[src/rtl/muldiv_unit.sv]
// Iterative RV32M multiply/divide: radix-2 shift-add multiply, restoring divide.
// Latency: 33 cycles from accepted iStart to the oDone cycle, identical for all ops.
// Backpressure: oBusy is high while an op runs; iStart is ignored unless IDLE.
module muldiv_unit #(
  parameter int XLEN = 32
) (
  input  logic            iCLK,
  input  logic            iRST,
  input  logic            iStart,
  input  logic [4:0]      iControlSignal,
  input  logic [XLEN-1:0] iA,
  input  logic [XLEN-1:0] iB,
  output logic            oBusy,
  output logic            oDone,
  output logic [XLEN-1:0] oResult
);

  // Shared ALU control codes for the M-extension operations
  localparam logic [4:0] OPMUL    = 5'd16;
  localparam logic [4:0] OPMULH   = 5'd17;
  localparam logic [4:0] OPMULHSU = 5'd18;
  localparam logic [4:0] OPMULHU  = 5'd19;
  localparam logic [4:0] OPDIV    = 5'd20;
  localparam logic [4:0] OPDIVU   = 5'd21;
  localparam logic [4:0] OPREM    = 5'd22;
  localparam logic [4:0] OPREMU   = 5'd23;

  typedef enum logic [1:0] {
    S_IDLE = 2'd0,
    S_CALC = 2'd1,
    S_FIX  = 2'd2
  } state_t;

  state_t      state_q, state_d;
  logic [4:0]  cnt_q, cnt_d;
  logic [4:0]  op_q, op_d;
  logic [31:0] hi_q, hi_d;      // mul: upper product half; div: partial remainder
  logic [31:0] lo_q, lo_d;      // mul: multiplier/lower half; div: dividend/quotient
  logic [31:0] opnd_q, opnd_d;  // mul: multiplicand magnitude; div: divisor magnitude
  logic        neg_q, neg_d;    // product / quotient negated in FIX
  logic        rneg_q, rneg_d;  // remainder negated in FIX (dividend negative)
  logic        busy_q, busy_d;
  logic        done_q, done_d;
  logic [31:0] result_q, result_d;

  logic        start_is_m, start_is_div, sgn_a_en, sgn_b_en;
  logic        sa, sb;
  logic [31:0] mag_a, mag_b;
  logic [32:0] mul_sum;
  logic [32:0] div_shift;
  logic [33:0] div_diff;
  logic [63:0] prod, prod_s;
  logic [31:0] quo_s, rem_s;
  logic [31:0] fix_result;

  // Decode the incoming op: is it an M op, is it a divide, which operands are signed
  always_comb begin
    start_is_m   = 1'b1;
    start_is_div = 1'b0;
    sgn_a_en     = 1'b0;
    sgn_b_en     = 1'b0;
    case (iControlSignal)
      OPMUL:    ;
      OPMULH:   begin sgn_a_en = 1'b1; sgn_b_en = 1'b1; end
      OPMULHSU: sgn_a_en = 1'b1;
      OPMULHU:  ;
      OPDIV, OPREM: begin start_is_div = 1'b1; sgn_a_en = 1'b1; sgn_b_en = 1'b1; end
      OPDIVU, OPREMU: start_is_div = 1'b1;
      default:  start_is_m = 1'b0;
    endcase
  end

  // Operand signs and magnitudes; |0x80000000| wraps to 0x80000000 as unsigned
  always_comb begin
    sa    = sgn_a_en & iA[31];
    sb    = sgn_b_en & iB[31];
    mag_a = sa ? (~iA + 32'd1) : iA;
    mag_b = sb ? (~iB + 32'd1) : iB;
  end

  // One iteration step of each algorithm, selected by the latched op in CALC
  always_comb begin
    mul_sum   = {1'b0, hi_q} + (lo_q[0] ? {1'b0, opnd_q} : 33'd0);
    div_shift = {hi_q, lo_q[31]};
    div_diff  = {1'b0, div_shift} - {2'b00, opnd_q};
  end

  // Sign fix-up and special cases applied once in FIX
  always_comb begin
    prod   = {hi_q, lo_q};
    prod_s = neg_q ? (~prod + 64'd1) : prod;
    // Divide by zero: quotient forced to all ones. The remainder needs no forcing:
    // with a zero divisor every step keeps the shifted value, so it ends as |iA|
    // and the dividend-sign fix-up restores the original iA.
    quo_s  = (opnd_q == 32'd0) ? 32'hFFFF_FFFF : (neg_q ? (~lo_q + 32'd1) : lo_q);
    rem_s  = rneg_q ? (~hi_q + 32'd1) : hi_q;
    case (op_q)
      OPMUL:                      fix_result = prod_s[31:0];
      OPMULH, OPMULHSU, OPMULHU:  fix_result = prod_s[63:32];
      OPDIV, OPDIVU:              fix_result = quo_s;
      OPREM, OPREMU:              fix_result = rem_s;
      default:                    fix_result = 32'd0;
    endcase
  end

  // Next-state and datapath update for IDLE -> CALC x32 -> FIX -> IDLE
  always_comb begin
    state_d  = state_q;
    cnt_d    = cnt_q;
    op_d     = op_q;
    hi_d     = hi_q;
    lo_d     = lo_q;
    opnd_d   = opnd_q;
    neg_d    = neg_q;
    rneg_d   = rneg_q;
    busy_d   = busy_q;
    done_d   = 1'b0;
    result_d = result_q;
    case (state_q)
      S_IDLE: begin
        if (iStart && start_is_m) begin
          state_d = S_CALC;
          cnt_d   = 5'd31;
          op_d    = iControlSignal;
          busy_d  = 1'b1;
          hi_d    = 32'd0;
          neg_d   = sa ^ sb;
          rneg_d  = sa;
          if (start_is_div) begin
            lo_d   = mag_a;
            opnd_d = mag_b;
          end else begin
            lo_d   = mag_b;
            opnd_d = mag_a;
          end
        end
      end
      S_CALC: begin
        if (op_q == OPDIV || op_q == OPDIVU || op_q == OPREM || op_q == OPREMU) begin
          if (!div_diff[33]) begin
            hi_d = div_diff[31:0];
            lo_d = {lo_q[30:0], 1'b1};
          end else begin
            hi_d = div_shift[31:0];
            lo_d = {lo_q[30:0], 1'b0};
          end
        end else begin
          hi_d = mul_sum[32:1];
          lo_d = {mul_sum[0], lo_q[31:1]};
        end
        if (cnt_q == 5'd0) begin
          state_d = S_FIX;
        end else begin
          cnt_d = cnt_q - 5'd1;
        end
      end
      S_FIX: begin
        state_d  = S_IDLE;
        busy_d   = 1'b0;
        done_d   = 1'b1;
        result_d = fix_result;
      end
      default: state_d = S_IDLE;
    endcase
  end

  // State and datapath registers; reset aborts any op in flight
  always_ff @(posedge iCLK or posedge iRST) begin
    if (iRST) begin
      state_q  <= S_IDLE;
      cnt_q    <= 5'd0;
      op_q     <= 5'd0;
      hi_q     <= 32'd0;
      lo_q     <= 32'd0;
      opnd_q   <= 32'd0;
      neg_q    <= 1'b0;
      rneg_q   <= 1'b0;
      busy_q   <= 1'b0;
      done_q   <= 1'b0;
      result_q <= 32'd0;
    end else begin
      state_q  <= state_d;
      cnt_q    <= cnt_d;
      op_q     <= op_d;
      hi_q     <= hi_d;
      lo_q     <= lo_d;
      opnd_q   <= opnd_d;
      neg_q    <= neg_d;
      rneg_q   <= rneg_d;
      busy_q   <= busy_d;
      done_q   <= done_d;
      result_q <= result_d;
    end
  end

  assign oBusy   = busy_q;
  assign oDone   = done_q;
  assign oResult = result_q;

endmodule

[config.mk]
export PLATFORM = sky130hd
export DESIGN_NAME = muldiv_unit
export DESIGN_NICKNAME = d
export VERILOG_FILES = /design/src/rtl/muldiv_unit.sv
export SDC_FILE = /design/constraint.sdc
export NUM_CORES = 1
export LEC_CHECK = 0
export CORE_ASPECT_RATIO = 1.1
export CORE_UTILIZATION = 30
export DETAILED_ROUTE_END_ITERATION = 8
export SLEW_MARGIN = 20
export SYNTH_ARGS = -nofsm -noshare
export SYNTH_HDL_FRONTEND = slang
export SYNTH_SLANG_ARGS = --single-unit
[constraint.sdc]
create_clock -name iCLK -period 13.4 [get_ports iCLK]
set_input_delay 2.68 -clock iCLK [delete_from_list [all_inputs] [get_ports iCLK]]
set_output_delay 2.68 -clock iCLK [all_outputs]
set_load 0.02 [all_outputs]
==> impl_metrics.toml, run 1 <==
[pwr]
p_seq_share_pct = 23.6
swShare_pct = 53.8
p_clk_share_pct = 11.5
peakVddDrop_uv = 116
total_power_mw = 4.06
power.switching_mw = 2.19
comb_power_share_pct = 64.9
p_leak_nw = 6.50
p_int_mw = 1.88
cellPowerDensity_mw_per_mm2 = 248

[worst_hold_path]
min_path_type = "reg -> reg"
min_path_cells = 2

[clock_tree]
clockBufferDepth = 2
cts_tree = "yes"
postCtsSetupBuffers = 0
h-tree-depth = 4
clk_pin_slew_ns = 0.06
clk_latency_ns = 0.45
cts_root_buf = "clkbuf_16"
cts_resized = 0
cts.sinks = 144
cts_hold_buf = 0
cts_buffers = 17

[synth]
synth-adder-area-share_pct = 6.38
synth_top_flop_cell = "dfrtp_1"
synth_area_leader_cell = "dfrtp_1"
netlist.area_leader.share_pct = 25.1
syn_nets = 2068
ys_warn_count = 0
synth_edf_count = 0
async_flop_share_pct = 100
synthCells = 1924
synth_area_sq_mm = 0.0144
synthMuxAreaShare_pct = 0.767
ys_types = 75
ys_top_cells_by_area = "dfrtp_1 (25%), xor2_1 (7.1%), a21oi_1 (6.1%)"
synth_compound_gate_area_share_pct = 29.2
synth_area_per_cell_sq_um = 7.46
synth_top_family_by_area = "compound AO/OA/AOI/OAI gates"
synth-xor-area-share_pct = 12.3
synth_seq_cells = 144
yosysSeqAreaShare_pct = 25.1
synth-simple-area-share_pct = 20.7

[layout]
antenna_cells = 0
multi_input_area_sq_mm = 0.0100
finalNonFillerCells = 2577
register_area_sq_mm = 0.00360
fillCellCount = 5012
syn2layout_area_growth_pct = 14.3
layout-drive-gt1-share_pct = 4.48
final_nets = 2071

[sta]
finalCritPeriodShare_pct = 40.2
rsz0062_at_grt = "false"
report.final.setup_viol = 0
max_slew.worst_pin.slew_ns = 1.24
fin_ws_ns = 8.01
fin_tns_setup_ns = 0
finClkSkew_ns = 0.0131
hold_violations = 0
max_slew_margin_pct = 16.1
fmax_mhz = 186
slew_violations = 0
min_period_ns = 5.39

[die]
fp.dieH_um = 231
die_area_sq_mm = 0.0488
rows = 83
fp.dieW_um = 211
core-area_sq_mm = 0.0469
initial_utilization_pct = 30.6
io-pin-count = 106

[critical_path]
end_kind = "flip-flop"
required_ns = 13.70
cp_max_fo = 6
crit_family = "simple AND/OR/NAND/NOR gates"
worstSetupPathDepth = 10
crit_start = "iA[4]"
start_kind = "input port"
crit_path_top_delay_cell = "or4_1"
crit_chain = "clkdlybuf4s50_1, or4_4, or4_1, nor2b_2, nand3b_1, o31ai_1, xor2_1, nor2_1, a21oi_1, o21ai_0"
arrival_ns = 5.68
crit-reg2reg-launch = "hi_q[0]$_DFFE_PP0P_"
endpoint = "lo_q[26]$_DFFE_PP0P_"
critical_path_class = "in -> reg"
worst_r2r_endpoint = "hi_q[29]$_DFFE_PP0P_"
cpPeakStageDelay_ns = 0.61
path_buf_inv = 1
reg2reg_depth = 11
rrSetupSlack_ns = 8.24

[placed_design]
port_buffers = 105
dpl.cell_count = 2545
dp.final_hpwl_um = 40400
preCtsSetupSlack_ns = 7.56
gp_congestion = 0.953

[grt]
grt_pass1_vias = 13900
grt_max_degree = 87
antenna_found_initial = 0
overflow = 0
track_usage_pct = 21.5
grt_pass1_wl_um = 81700

[route]
drcViolationCount = 0
wirelength_um = 52700
first_pass_iters = 6
post_drt_via_cell_ratio = 5.72
wl_per_cell_um = 20.5
vias = 14700
drtIter0Drc = 1442
antenna_left = 0

[outcome]
status = "finished, final reports clean"

[run]
cap_violations = 0
## synthesized netlist by cell type (5+ instances only)
library cell,n
o31a_1,5
or4_1,16
a22oi_1,40
o41ai_1,10
o31ai_1,26
a21o_1,27
a211oi_1,52
nor3_1,25
nand2b_1,24
inv_1,67
nand3_1,28
o21a_1,8
nor2_1,180
o21ai_0,164
ha_1,70
a221oi_1,10
mux2i_1,11
a21oi_1,176
dfrtp_1,144
o211ai_1,16
xor2_1,117
or3_1,23
xnor2_1,85
o21bai_1,15
nor4_1,26
and3_1,7
buf_2,8
a31oi_1,35
clkbuf_1,122
nor2b_1,13
or2_2,8
o22ai_1,5
and2_1,10
nand2_1,225
nand4_1,14
o221ai_1,37
buf_1,9
## layout by cell type, fill, tap and decap left out, types with 35 or more instances in the layout
cell type        instances
ha_1                    70
a22oi_1                 40
o221ai_1                37
a211oi_1                52
xnor2_1                 85
o21ai_0                164
dfrtp_1                143
xor2_1                 117
inv_1                   66
clkdlybuf4s50_1        105
nand2_1                224
a31oi_1                 35
a21oi_1                176
nor2_1                 177
## metal layers
| metal | vias to the layer above | routed length, um | GRT usage [%] |
|---|---|---|---|
| li1 | 6997 | - | - |
| met1 | 7108 | 24000 | 29.3 |
| met2 | 557 | 23800 | 33.7 |
| met3 | 74 | 3310 | 3.97 |
| met4 | 0 | 1650 | 7.93 |
| met5 | - | 0 | 0 |
## how the worst min path moves through the flow
stage	endpoint	startpoint
floorplan	opnd_q[10]$_DFFE_PP0P_	opnd_q[10]$_DFFE_PP0P_
global placement	oBusy$_DFFE_PP0P_	oBusy$_DFFE_PP0P_
detailed placement	op_q[4]$_DFFE_PP0P_	op_q[4]$_DFFE_PP0P_
CTS	oResult[4]$_DFFE_PP0P_	oResult[4]$_DFFE_PP0P_
global route	oResult[4]$_DFFE_PP0P_	oResult[4]$_DFFE_PP0P_
finish	oResult[5]$_DFFE_PP0P_	oResult[5]$_DFFE_PP0P_
## state kept, by name, indices dropped and copies added (netlist names)
signal,count
hi_q,32
oDone,1
neg_q,1
state_q,2
lo_q,32
oBusy,1
oResult,32
rneg_q,1
cnt_q,5
op_q,5
opnd_q,32
## worst register-to-register path, delay by kind of cell, from the launching register on
| family | cells | cell delay [ns] |
|---|---|---|
| simple gates | 1 | 0.14 |
| buf+inv | 2 | 0.85 |
| fa+ha+maj | 1 | 0.31 |
| compound gates | 6 | 2.76 |
| mux | 1 | 0.30 |
| flops | 1 | 0.61 |
## through the flow
step	hold WS, ns	util [%]	area, sq um
6_report	0.478	35.0	16400
3_3_place_gp	0.462	33.8	15800
3_5_place_dp	0.468	33.8	15800
5_1_grt	0.507	35.0	16400
4_1_cts	0.484	35.0	16400
2_1_floorplan	0.450	-	14400
## layout make-up
cell class	count	share of cell area (%)
multi-input combinational	1572	60.9
sequential	144	22.0
timing repair buffer	124	7.27
tap	637	4.86
clock buffer	19	2.76
inverter	68	1.59
clock inverter	13	0.678
## logic make-up after synthesis
logic type,after synthesis
AO/OA/AOI/OAI,659
AND/OR/NAND/NOR,628
buffers and inverters,208
XOR/XNOR,202
flip-flops,144
adder cells (fa/ha/maj),72
multiplexers,11
## power by group through the flow
stage / registers (mW) / logic [mW] / clock network, mW
after floorplan: 0.724 / 2.04 / 0
after global placement: 0.950 / 2.56 / 0
after detailed placement: 0.955 / 2.58 / 0
after CTS: 0.947 / 2.59 / 0.476
after global routing: 0.972 / 2.90 / 0.494
final: 0.957 / 2.64 / 0.469
Power figures use the tool's default switching activity.
==> inputs of run 2 (changes only) <==
==> constraint.sdc (replaced) <==
create_clock -name iCLK -period 4.9 [get_ports iCLK]
set_input_delay 0.98 -clock iCLK [delete_from_list [all_inputs] [get_ports iCLK]]
set_output_delay 0.98 -clock iCLK [all_outputs]
set_load 0.02 [all_outputs]
==> run 2 against run 1 <==
Net effect:
- power grew to 2.8 times the previous value
- combinational power grew to 2.8 times the previous value
- flip-flop and latch count stayed put
- critical path depth is 4 higher
- setup slack worse by 7.1 ns
- register-to-register slack worse by 7.4 ns
- non-clock buffer count is 7 higher
- core utilization is 0.22 points higher
- via count is 0.88% higher
- cell area is 0.62% higher
- critical endpoint is now hi_q[27]$_DFFE_PP0P_
==> impl_metrics.toml, run 2 (synthesized netlist as in run 1, its figures left out) <==
[critical_path]
crit_chain = "inv_1, buf_4, nor2_1, ha_1, o21ai_0, a21bo_2, nor2_1, o21ai_0, o31a_1, o311ai_0, buf_4, xor2_1, a221oi_1, o21ai_0"
critical_path_class = "reg -> reg"
cp_max_fo = 22
start_kind = "flip-flop"
required_ns = 5.21
worst_r2r_endpoint = "hi_q[27]$_DFFE_PP0P_"
crit_top_cell = "o21ai_0"
crit_path_top_delay_cell = "o311ai_0"
rrSetupSlack_ns = 0.88
crit-reg2reg-launch = "lo_q[0]$_DFFE_PP0P_"
cpPeakStageDelay_ns = 0.48
arrival_ns = 4.33
reg2reg_depth = 14
end_kind = "flip-flop"

[worst_hold_path]
min_path_type = "reg -> reg"
hp-start = "oResult[3]$_DFFE_PP0P_"
hold_path_end = "oResult[3]$_DFFE_PP0P_"
min_path_cells = 2

[sta]
rsz0062_at_grt = "false"
fmax_mhz = 249
min_period_ns = 4.02
fin_ws_ns = 0.882
report.final.setup_viol = 0
fin_tns_setup_ns = 0
whs_ns = 0.480
hold_violations = 0
max_slew_margin_pct = 20.4
finalCritPeriodShare_pct = 82.0
finClkSkew_ns = 0.0177
max_slew.worst_pin.slew_ns = 1.19
slew_violations = 0

[route]
wl_per_cell_um = 20.7
post_drt_via_cell_ratio = 5.76
drcViolationCount = 0
drtIter0Drc = 1506
first_pass_iters = 5
wirelength_um = 53300
antenna_left = 0
vias = 14900

[die]
fp.dieH_um = 231
fp.dieW_um = 211
initial_utilization_pct = 30.6
io-pin-count = 106
core-area_sq_mm = 0.0469
rows = 83
die_area_sq_mm = 0.0488

[grt]
grt_pass1_vias = 14100
antenna_found_initial = 0
grt_pass1_wl_um = 82200
grt_max_degree = 92
overflow = 0
track_usage_pct = 21.7

[placed_design]
port_buffers = 105
dpl.cell_count = 2552
gp_congestion = 0.940
dp.final_hpwl_um = 41200
preCtsSetupSlack_ns = 0.789

[layout]
antenna_cells = 0
fillCellCount = 5001
final_nets = 2078
syn2layout_area_growth_pct = 15.0
final_cell_mix = "nand2_1 (224), nor2_1 (178), a21oi_1 (176)"
finish.utilization_pct = 35.2
layout-drive-gt1-share_pct = 4.68
finalNonFillerCells = 2583
final_common_cell = "nand2_1"

[clock_tree]
clk_latency_ns = 0.45
postCtsSetupBuffers = 0
cts_root_buf = "clkbuf_16"
clk_pin_slew_ns = 0.06
clockBufferDepth = 2
h-tree-depth = 4
cts.sinks = 144
cts_hold_buf = 0
cts_resized = 0
cts_tree = "yes"
cts_buffers = 17

[pwr]
cellPowerDensity_mw_per_mm2 = 681
p_leak_nw = 6.54
peakVddDrop_uv = 338

[run]
cap_violations = 0

[outcome]
status = "finished, final reports clean"
run 2: changes by cell type in the layout (fill, tap and decap cells not counted), moves of 2 or more:
cell       previous run  this run
buf_4                19        25
clkbuf_8              2         0
nor2_4                0         2
bufinv_16             1         3
nor2_2                3         0
clkinv_2              6         3
run 2: how the worst max path moves through the flow:
stage                         from                     end  slack (ns)  depth (start not counted)
2_1_floorplan                 iRST    cnt_q[0]$_DFFE_PP0P_        0.05                          1
5_1_grt        lo_q[0]$_DFFE_PP0P_    hi_q[27]$_DFFE_PP0P_        0.62                         14
3_5_place_dp                 iB[6]  opnd_q[26]$_DFFE_PP0P_        0.79                         10
3_3_place_gp     iControlSignal[2]     lo_q[7]$_DFFE_PP0P_        0.84                         10
6_report       lo_q[0]$_DFFE_PP0P_    hi_q[27]$_DFFE_PP0P_        0.88                         14
4_1_cts        lo_q[0]$_DFFE_PP0P_    hi_q[27]$_DFFE_PP0P_        0.90                         14
run 2: metal layers:
layer / vias to the layer above / part of all wire [%] / track usage (%) / routed length (um)
met5: - / 0 / 0 / 0
met4: 0 / 3.8 / 9.31 / 2000
met3: 90 / 6.3 / 2.97 / 3380
met2: 597 / 45 / 34.6 / 24100
met1: 7163 / 45 / 29.1 / 23900
li1: 7016 / - / - / -
run 2: layout make-up:
cell class / instances / area, sq um / share of cell area, %
sequential: 144 / 3600 / 21.8
tap: 637 / 797 / 4.83
inverter: 68 / 260 / 1.58
clock buffer: 18 / 429 / 2.60
multi-input combinational: 1572 / 10000 / 60.6
clock inverter: 13 / 164 / 0.992
timing repair buffer: 131 / 1260 / 7.62
run 2: report_power, final:
group          internal, mW  switching, mW  total, mW
registers              1.61          0.990       2.60
logic                  2.84           4.46       7.30
clock network         0.798          0.559       1.36
total                  5.25           6.00       11.3
run 2: worst max-delay path: cells and delay by family (launching register included):
family	cells	cell delay, ns
compound gates	7	1.93
xor+xnor	1	0.07
fa+ha+maj	1	0.41
buf+inv	3	0.90
flops	1	0.38
simple gates	2	0.18
run 2: stage by stage:
| step | instance area [sq um] | power (mW) |
|---|---|---|
| 3_5_place_dp | 15900 | 9.72 |
| 3_3_place_gp | 15900 | 9.63 |
| 4_1_cts | 16500 | 11.1 |
| 5_1_grt | 16500 | 12.0 |
| 2_1_floorplan | 14400 | 7.56 |
| 6_report | 16500 | 11.3 |
==> inputs of run 3 (changes only) <==
==> constraint.sdc (replaced) <==
create_clock -name iCLK -period 4.1 [get_ports iCLK]
set_input_delay 0.82 -clock iCLK [delete_from_list [all_inputs] [get_ports iCLK]]
set_output_delay 0.82 -clock iCLK [all_outputs]
set_load 0.02 [all_outputs]
==> run 3 against run 2 <==
Net effect:
- cell area rose by 1.8%
- maximum frequency rose by 5.2%
- hold slack got worse by 0.0043 ns
- register-to-register slack got worse by 0.60 ns
- clock skew fell by 0.0041 ns
==> impl_metrics.toml, run 3 (synthesized netlist as in run 1, its figures left out) <==
[critical_path]
cpPeakStageDelay_ns = 0.47
cp_max_fo = 4
critical_path_class = "reg -> reg"
required_ns = 4.40
crit_path_top_delay_cell = "o311ai_0"
end_kind = "flip-flop"
start_kind = "flip-flop"
arrival_ns = 4.12
crit_chain = "and2_1, ha_1, inv_1, fa_1, nor2b_1, o31a_1, a21o_1, o21ai_0, buf_4, o31a_1, o311ai_0, buf_4, a21oi_1, mux2i_1, o221ai_1"

[layout]
fillCellCount = 5012
antenna_cells = 0
register_area_sq_mm = 0.00360
multi_input_area_sq_mm = 0.00999
layout-drive-gt1-share_pct = 6.41
final_cell_mix = "nand2_1 (224), nor2_1 (178), a21oi_1 (176)"
final_common_cell = "nand2_1"
syn2layout_area_growth_pct = 17.0
final_nets = 2112

[grt]
grt_max_degree = 86
grt_pass1_vias = 14100
track_usage_pct = 21.9
grt_pass1_wl_um = 83100
antenna_found_initial = 0
overflow = 0

[sta]
hold_violations = 0
fin_tns_setup_ns = 0
rsz0062_at_grt = "false"
report.final.setup_viol = 0
min_period_ns = 3.82
fmax_mhz = 262
finClkSkew_ns = 0.0136
fin_ws_ns = 0.281
max_slew_margin_pct = 20.6
max_slew.worst_pin.slew_ns = 1.19
slew_violations = 0
finalCritPeriodShare_pct = 93.1

[pwr]
total_power_mw = 13.6
peakVddDrop_uv = 416
cellPowerDensity_mw_per_mm2 = 812
p_leak_nw = 6.72

[route]
wl_per_cell_um = 20.5
first_pass_iters = 5
vias = 15000
antenna_left = 0
drcViolationCount = 0
drtIter0Drc = 1369
post_drt_via_cell_ratio = 5.72
wirelength_um = 53700

[die]
core-area_sq_mm = 0.0469
fp.dieW_um = 211
initial_utilization_pct = 30.6
fp.dieH_um = 231
io-pin-count = 106
die_area_sq_mm = 0.0488
rows = 83

[clock_tree]
cts_buffers = 17
h-tree-depth = 4
cts.sinks = 144
clockBufferDepth = 2
clk_pin_slew_ns = 0.06
cts_hold_buf = 0
cts_tree = "yes"
clk_latency_ns = 0.45
cts_root_buf = "clkbuf_16"

[placed_design]
port_buffers = 105
preCtsSetupSlack_ns = -0.0945
dp.final_hpwl_um = 42000
gp_congestion = 0.974

[outcome]
status = "finished, final reports clean"

[run]
cap_violations = 0

[worst_hold_path]
min_path_type = "reg -> reg"
## run 3: changes by cell type in the layout (fill, tap and decap cells not counted), sizes merged
cell	change
clkinvlp	+2
inv	+2
clkinv	-3
buf	+34
## run 3: area by class of cell
| class | instances | share of cell area (%) |
|---|---|---|
| multi-input combinational | 1572 | 59.4 |
| sequential | 144 | 21.4 |
| timing repair buffer | 165 | 9.16 |
| tap | 637 | 4.74 |
| clock buffer | 18 | 2.61 |
| inverter | 68 | 1.56 |
| clock inverter | 14 | 1.06 |
## run 3: layer usage
layer	wire, um	track usage (%)	vias up
li1	-	-	7060
met1	23800	29.5	7158
met2	24300	35.2	663
met3	3400	2.44	92
met4	2250	9.65	0
met5	0	0	-
## run 3: final timing paths
path / start / to / slack [ns] / depth (start not counted)
min: oBusy$_DFFE_PP0P_ / oBusy$_DFFE_PP0P_ / 0.48 / 2
max in group asynchronous: iRST / hi_q[24]$_DFFE_PP0P_ / 2.53 / 3
min reg2reg: oBusy$_DFFE_PP0P_ / oBusy$_DFFE_PP0P_ / 0.48 / 2
max: lo_q[0]$_DFFE_PP0P_ / hi_q[29]$_DFFE_PP0P_ / 0.28 / 15
min in group asynchronous: iRST / op_q[0]$_DFFE_PP0P_ / 0.73 / 2
max reg2reg: lo_q[0]$_DFFE_PP0P_ / hi_q[29]$_DFFE_PP0P_ / 0.28 / 15
## run 3: power by group
| group | internal, mW | total (mW) | switching [mW] |
|---|---|---|---|
| clock network | 0.985 | 1.69 | 0.710 |
| logic | 3.52 | 9.01 | 5.49 |
| registers | 1.93 | 2.94 | 1.01 |
| total | 6.44 | 13.6 | 7.21 |
## run 3: metrics by stage
| stage | std cells | instance area [sq um] | utilization, % | hold WS [ns] |
|---|---|---|---|---|
| 2_1_floorplan | 1924 | 14400 | - | 0.450 |
| 3_3_place_gp | 2582 | 16200 | 34.4 | 0.466 |
| 3_5_place_dp | 2582 | 16200 | 34.4 | 0.466 |
| 4_1_cts | 2614 | 16800 | 35.7 | 0.481 |
| 5_1_grt | 2618 | 16800 | 35.8 | 0.501 |
| 6_report | 2618 | 16800 | 35.8 | 0.476 |
## run 3: what timing repair did
action	4_1_cts	5_1_grt
hold endpoints to repair	0	0
buffers inserted	0	4
resized for setup	0	1
endpoints found under the setup margin	0	2
## run 3: worst max-delay path, delay by kind of cell, from the launching register on
| kind | cells | cell delay [ns] |
|---|---|---|
| DFF | 1 | 0.44 |
| and+or+nand+nor | 2 | 0.33 |
| muxes | 1 | 0.20 |
| adders and majority gates | 2 | 0.60 |
| AOI/OAI and AO/OA | 7 | 1.65 |
| buffers and inverters | 3 | 0.44 |
